## config.mk

```make
export PLATFORM = sky130hd
export DESIGN_NAME = mc_controller
export DESIGN_NICKNAME = d
export VERILOG_FILES = /design/src/rtl/mc_controller.sv
export SDC_FILE = /design/constraint.sdc
export NUM_CORES = 1
export LEC_CHECK = 0
export BUFFER_PORTS_ARGS = -buffer_cell sky130_fd_sc_hd__buf_4
export CORE_ASPECT_RATIO = 1.25
export CORE_MARGIN = 1.5
export CORE_UTILIZATION = 40
export CTS_CLUSTER_DIAMETER = 120
export DETAILED_ROUTE_END_ITERATION = 8
export PLACE_DENSITY = 0.65
export SYNTH_ARGS = -nofsm -noshare
export SYNTH_HDL_FRONTEND = slang
export SYNTH_SLANG_ARGS = --single-unit
```

## constraint.sdc

```tcl
create_clock -name clk -period 5.1 [get_ports clk]
set_clock_uncertainty 0.15 [all_clocks]
set_input_delay 0.255 -clock clk [delete_from_list [all_inputs] [get_ports clk]]
set_output_delay 0.255 -clock clk [all_outputs]
set_load 0.02 [all_outputs]
```

## src/rtl/mc_controller.sv

```systemverilog
`default_nettype none
// ============================================================================
// Module   : mc_controller
// Brief    : Multicycle MIPS control FSM, ALU decoder and PC enable, with a
//            memory-ready stall on FETCH/MEMRD/MEMWR.
// Revision : 1.0
// ============================================================================
module mc_controller #(
    parameter bit MEM_HANDSHAKE = 1'b1,
    parameter bit ENABLE_BNE    = 1'b1
) (
    input  logic       clk,
    input  logic       i_reset,        // synchronous, active-low
    input  logic [5:0] i_op,
    input  logic [5:0] i_funct,
    input  logic       i_zero,
    input  logic       i_memready,
    output logic       o_pcen,
    output logic       o_irwrite,
    output logic       o_regwrite,
    output logic       o_memwrite,
    output logic       o_alusrca,
    output logic       o_iord,
    output logic       o_memtoreg,
    output logic       o_regdst,
    output logic [1:0] o_alusrcb,
    output logic [1:0] o_pcsrc,
    output logic [2:0] o_alucontrol,
    output logic       o_illegal,
    output logic [3:0] o_state
);

    typedef enum logic [3:0] {
        S_FETCH  = 4'd0,
        S_DECODE = 4'd1,
        S_MEMADR = 4'd2,
        S_MEMRD  = 4'd3,
        S_MEMWB  = 4'd4,
        S_MEMWR  = 4'd5,
        S_EXEC   = 4'd6,
        S_ALUWB  = 4'd7,
        S_BRANCH = 4'd8,
        S_ADDIEX = 4'd9,
        S_ADDIWB = 4'd10,
        S_JUMP   = 4'd11
    } state_t;

    typedef struct packed {
        logic       iord;
        logic       alusrca;
        logic [1:0] alusrcb;
        logic [1:0] aluop;
        logic [1:0] pcsrc;
        logic       regdst;
        logic       memtoreg;
        logic       regwrite;
        logic       memwrite;
        logic       fetch;
        logic       jump;
        logic       branch;
    } ctrl_t;

    localparam logic [5:0] c_OP_RTYPE = 6'b000000;
    localparam logic [5:0] c_OP_LW    = 6'b100011;
    localparam logic [5:0] c_OP_SW    = 6'b101011;
    localparam logic [5:0] c_OP_BEQ   = 6'b000100;
    localparam logic [5:0] c_OP_BNE   = 6'b000101;
    localparam logic [5:0] c_OP_ADDI  = 6'b001000;
    localparam logic [5:0] c_OP_J     = 6'b000010;

    state_t     r_state;
    ctrl_t      r_ctrl;
    state_t     w_next;
    logic       w_decode_bad;
    logic       w_memready;
    logic       w_run;
    logic       w_pcwrite;
    logic       w_isbne;
    logic [2:0] w_alucontrol;

    // Moore control word for a state; registered alongside the state itself.
    function automatic ctrl_t f_decode(input state_t s);
        ctrl_t ctrl;
        ctrl = '0;
        case (s)
            S_FETCH:  begin ctrl.alusrcb = 2'b01; ctrl.fetch = 1'b1; end
            S_DECODE: ctrl.alusrcb = 2'b11;
            S_MEMADR: begin ctrl.alusrca = 1'b1; ctrl.alusrcb = 2'b10; end
            S_MEMRD:  ctrl.iord = 1'b1;
            S_MEMWB:  begin ctrl.memtoreg = 1'b1; ctrl.regwrite = 1'b1; end
            S_MEMWR:  begin ctrl.iord = 1'b1; ctrl.memwrite = 1'b1; end
            S_EXEC:   begin ctrl.alusrca = 1'b1; ctrl.aluop = 2'b10; end
            S_ALUWB:  begin ctrl.regdst = 1'b1; ctrl.regwrite = 1'b1; end
            S_BRANCH: begin
                ctrl.alusrca = 1'b1;
                ctrl.aluop   = 2'b01;
                ctrl.pcsrc   = 2'b01;
                ctrl.branch  = 1'b1;
            end
            S_ADDIEX: begin ctrl.alusrca = 1'b1; ctrl.alusrcb = 2'b10; end
            S_ADDIWB: ctrl.regwrite = 1'b1;
            S_JUMP:   begin ctrl.pcsrc = 2'b10; ctrl.jump = 1'b1; end
            default:  ctrl = '0;
        endcase
        return ctrl;
    endfunction

    assign w_memready = MEM_HANDSHAKE ? i_memready : 1'b1;
    assign w_run      = i_reset;

    always_comb begin
        w_next       = S_FETCH;
        w_decode_bad = 1'b0;
        case (r_state)
            S_FETCH:  w_next = w_memready ? S_DECODE : S_FETCH;
            S_DECODE: begin
                case (i_op)
                    c_OP_LW, c_OP_SW: w_next = S_MEMADR;
                    c_OP_RTYPE:       w_next = S_EXEC;
                    c_OP_BEQ:         w_next = S_BRANCH;
                    c_OP_BNE: begin
                        if (ENABLE_BNE) w_next = S_BRANCH;
                        else            w_decode_bad = 1'b1;
                    end
                    c_OP_ADDI:        w_next = S_ADDIEX;
                    c_OP_J:           w_next = S_JUMP;
                    default:          w_decode_bad = 1'b1;
                endcase
            end
            S_MEMADR: w_next = (i_op == c_OP_SW) ? S_MEMWR : S_MEMRD;
            S_MEMRD:  w_next = w_memready ? S_MEMWB : S_MEMRD;
            S_MEMWR:  w_next = w_memready ? S_FETCH : S_MEMWR;
            S_EXEC:   w_next = S_ALUWB;
            S_ADDIEX: w_next = S_ADDIWB;
            default:  w_next = S_FETCH;
        endcase
    end

    always_ff @(posedge clk) begin
        if (!i_reset) begin
            r_state <= S_FETCH;
            r_ctrl  <= f_decode(S_FETCH);
        end else begin
            r_state <= w_next;
            r_ctrl  <= f_decode(w_next);
        end
    end

    always_comb begin
        w_alucontrol = 3'b010;
        case (r_ctrl.aluop)
            2'b01: w_alucontrol = 3'b110;
            2'b10: begin
                case (i_funct)
                    6'b100010: w_alucontrol = 3'b110;
                    6'b100100: w_alucontrol = 3'b000;
                    6'b100101: w_alucontrol = 3'b001;
                    6'b101010: w_alucontrol = 3'b111;
                    default:   w_alucontrol = 3'b010;
                endcase
            end
            default: w_alucontrol = 3'b010;
        endcase
    end

    // Holding reset low masks every output, so an interrupted write-back never commits.
    assign w_pcwrite    = (r_ctrl.fetch & w_memready) | r_ctrl.jump;
    assign w_isbne      = ENABLE_BNE & (i_op == c_OP_BNE);
    assign o_pcen       = w_run & (w_pcwrite | (r_ctrl.branch & (i_zero ^ w_isbne)));
    assign o_irwrite    = w_run & r_ctrl.fetch & w_memready;
    assign o_regwrite   = w_run & r_ctrl.regwrite;
    assign o_memwrite   = w_run & r_ctrl.memwrite;
    assign o_alusrca    = w_run & r_ctrl.alusrca;
    assign o_iord       = w_run & r_ctrl.iord;
    assign o_memtoreg   = w_run & r_ctrl.memtoreg;
    assign o_regdst     = w_run & r_ctrl.regdst;
    assign o_alusrcb    = w_run ? r_ctrl.alusrcb : 2'b00;
    assign o_pcsrc      = w_run ? r_ctrl.pcsrc : 2'b00;
    assign o_alucontrol = w_run ? w_alucontrol : 3'b000;
    assign o_illegal    = w_run & w_decode_bad;
    assign o_state      = w_run ? r_state : 4'd0;

endmodule
`default_nettype wire

```

==> out/metrics.cfg <==
[place]
dp_hpwl_um = 2053
io_buffers = 35
dp.cells = 194
gp_congestion = 0.8488

[synthesis]
synth.most_common_cell = and2_1
synth_common_cells = and2_1 (21), dfxtp_1 (17), nor2_1 (10), nor2b_1 (10)
synth_mux_area_share_pct = 0.8899
synth_compound_area_share_pct = 18.02
postSynthCellCount = 132
yosys_warnings = 0
ys_types = 44
synth_xor_area_share_pct = 2.336
netlist_area_um2 = 1125
synth_top_area_share_pct = 30.26
synth_ff_type = dfxtp_1
synth-edff-count = 0
synthAdderAreaFrac_pct = 2.225
synthArstFlopShare_pct = 0
syn-mean-instance-area_um2 = 8.521
yosysSeqAreaShare_pct = 30.26
yosys.area.top_type = dfxtp_1
synth_fp_nets = 150
synth_area_leaders = dfxtp_1 (30%), and2_1 (12%), nor2b_1 (5.6%), nor2_1 (3.3%), nor3b_1 (2.7%)
yosys.area_share.simple_pct = 41.49
ys_ff_latch = 17
synth_top_family_by_area = simple AND/OR/NAND/NOR gates

[route]
wirelength_um = 2786
wl_per_cell_um = 14.07
drt_iter0_drc = 24
vias_per_cell = 5.444
first_pass_iters = 4
route.detailed.drc = 0
via_count = 1078
antenna_left = 0

[clocking]
root_buffer = clkbuf_4
numCtsBuffers = 3
cts_setup_buffers = 0
clock_path_buffers = 2
clk_latency_ns = 0.31
numClockSinks = 17
clk_pin_slew_ns = 0.11
cts_max_level = 1
cts_hold_buf = 0
post_cts_resized = 0
cts_tree = yes

[floorplan]
die_y_um = 62.29
fp.dieW_um = 50.43
die_area_um2 = 3141
io_pins = 36
core.rowCount = 21
core_area_um2 = 2680
floorplan.initialDensity_pct = 41.97

[worst_setup_path]
crit_arrival_ns = 1.62
path_cells = nor4b_4 -> nand2_1 -> a211oi_1 -> buf_4
path_depth = 4
crit_buf_inv = 1
reg2reg_from = r_state[2]
crit_path_start_kind = register
critPathMaxStageDelay_ns = 0.47
crit_type = register to output port
crit_path_end = o_illegal
crit_path_max_fanout = 11
timing.rr.end = r_ctrl[4]
required_ns = 4.70
crit_path_end_kind = output port
cp_top_family = simple AND/OR/NAND/NOR gates
startpoint = r_state[1]
r2r_slack_ns = 3.10
cp_slowest_cell = dfxtp_1
worstRegToRegCells = 4

[power_and_ir_drop]
leakage_nw = 0.5946
peakVddDrop_mv = 0.1458
power.density_nw_per_um2 = 188.1
power_mw = 0.2669

[finish]
antenna_cells = 0
final_nets = 183
utilization_pct = 52.94
layout-drive-gt1-share_pct = 26.83
fillerInstances = 269
area_delta_synth_final_pct = 26.14
layoutNonFillerInstCount = 198

[timing]
slew_violations = 0
hold_viol_final = 0
fin_crit_ns = 2.024
finalCritPeriodShare_pct = 39.68
maxSlewHeadroom_pct = 68.00
finalSetupTns_ns = 0
rsz0062_at_grt = no
setup_viol_count_final = 0
worst_pin_slew_ns = 0.4794
max_clock_freq_mhz = 494.2

[global_route]
grt_pass1_vias = 993
grt_max_degree = 27
antenna_found_initial = 0
grt_usage_pct = 17.76
grt_remaining_overflow = 0
grt_first_pass_wirelength_um = 4422

[outcome]
status = completed

[run]
maxCapViolCount = 0

[min_path]
worstHoldStart = i_reset
hold_path_class = input pin to register

worst reg2reg max path, stage by stage (launching register included):
cell	delay [ns]
dfxtp_1	0.63
and4b_1	0.29
o311ai_4	0.44
xnor2_1	0.13
a32o_1	0.27
report_power, final:
group	leakage [nW]	total [mW]	internal [mW]	switching (mW)
registers	0.138	0.138	0.135	0.00286
clock network	0.0177	0.0775	0.0293	0.0482
logic	0.439	0.0513	0.0244	0.0270
metal layers:
| layer | vias up | global-route usage [%] | routed length [µm] |
|---|---|---|---|
| met5 | - | 0 | 0 |
| li1 | 533 | - | - |
| met3 | 5 | 1.683 | 120 |
| met1 | 504 | 22.59 | 1268 |
| met4 | 0 | 6.081 | 37 |
| met2 | 36 | 30.76 | 1359 |
cell type report:
cell class | count | area, µm² | area share (%)
Multi-Input combinational cell | 104 | 730.7 | 51.50
Sequential cell | 17 | 340.3 | 23.99
Timing Repair Buffer | 35 | 262.8 | 18.52
Tap cell | 34 | 42.54 | 2.998
Clock buffer | 3 | 22.52 | 1.587
Inverter | 4 | 15.01 | 1.058
Clock inverter | 1 | 5.005 | 0.3527
worst min path at each step:
| stage | to | slack (ns) | depth (start not counted) |
|---|---|---|---|
| after floorplan | r_ctrl[10] | 0.25 | 2 |
| after global placement | r_ctrl[2] | 0.42 | 2 |
| after CTS | r_ctrl[2] | 0.1 | 2 |
| final | r_ctrl[2] | 0.1 | 2 |
| after global routing | r_ctrl[2] | 0.11 | 2 |
| after detailed placement | r_ctrl[2] | 0.42 | 2 |
through the flow:
step | hold slack [ns] | area [µm²] | setup WS, ns
finish | 0.09735 | 1419 | 3.076
global route | 0.1113 | 1419 | 2.919
CTS | 0.09611 | 1419 | 3.062
detailed placement | 0.4163 | 1391 | 3.125
global placement | 0.4158 | 1391 | 3.137
floorplan | 0.2487 | 1125 | 3.342
kinds of logic after synthesis:
family	after synthesis
flops	17
buf+inv	11
fa+ha+maj	2
mux	1
xor+xnor	3
simple gates	74
compound gates	24
state kept, by name, summed over array words and instances, names as in the netlist:
name	flops
r_state	4
r_ctrl	13
cell usage in the layout, fill, tap and decap left out, types with 2 or more instances in the layout:
master / instances
a211oi_1: 3
a21oi_1: 2
a32o_1: 2
and2_1: 21
and3_1: 3
buf_4: 35
clkbuf_4: 3
dfxtp_1: 17
ha_1: 2
inv_1: 4
nand2_1: 5
nand2b_1: 3
nand3_1: 2
nand3b_1: 2
nand4_1: 3
nor2_1: 10
nor2b_1: 10
nor3_1: 3
nor3b_1: 4
o21ai_0: 5
xnor2_1: 2
(Power assumes the default switching activity.)
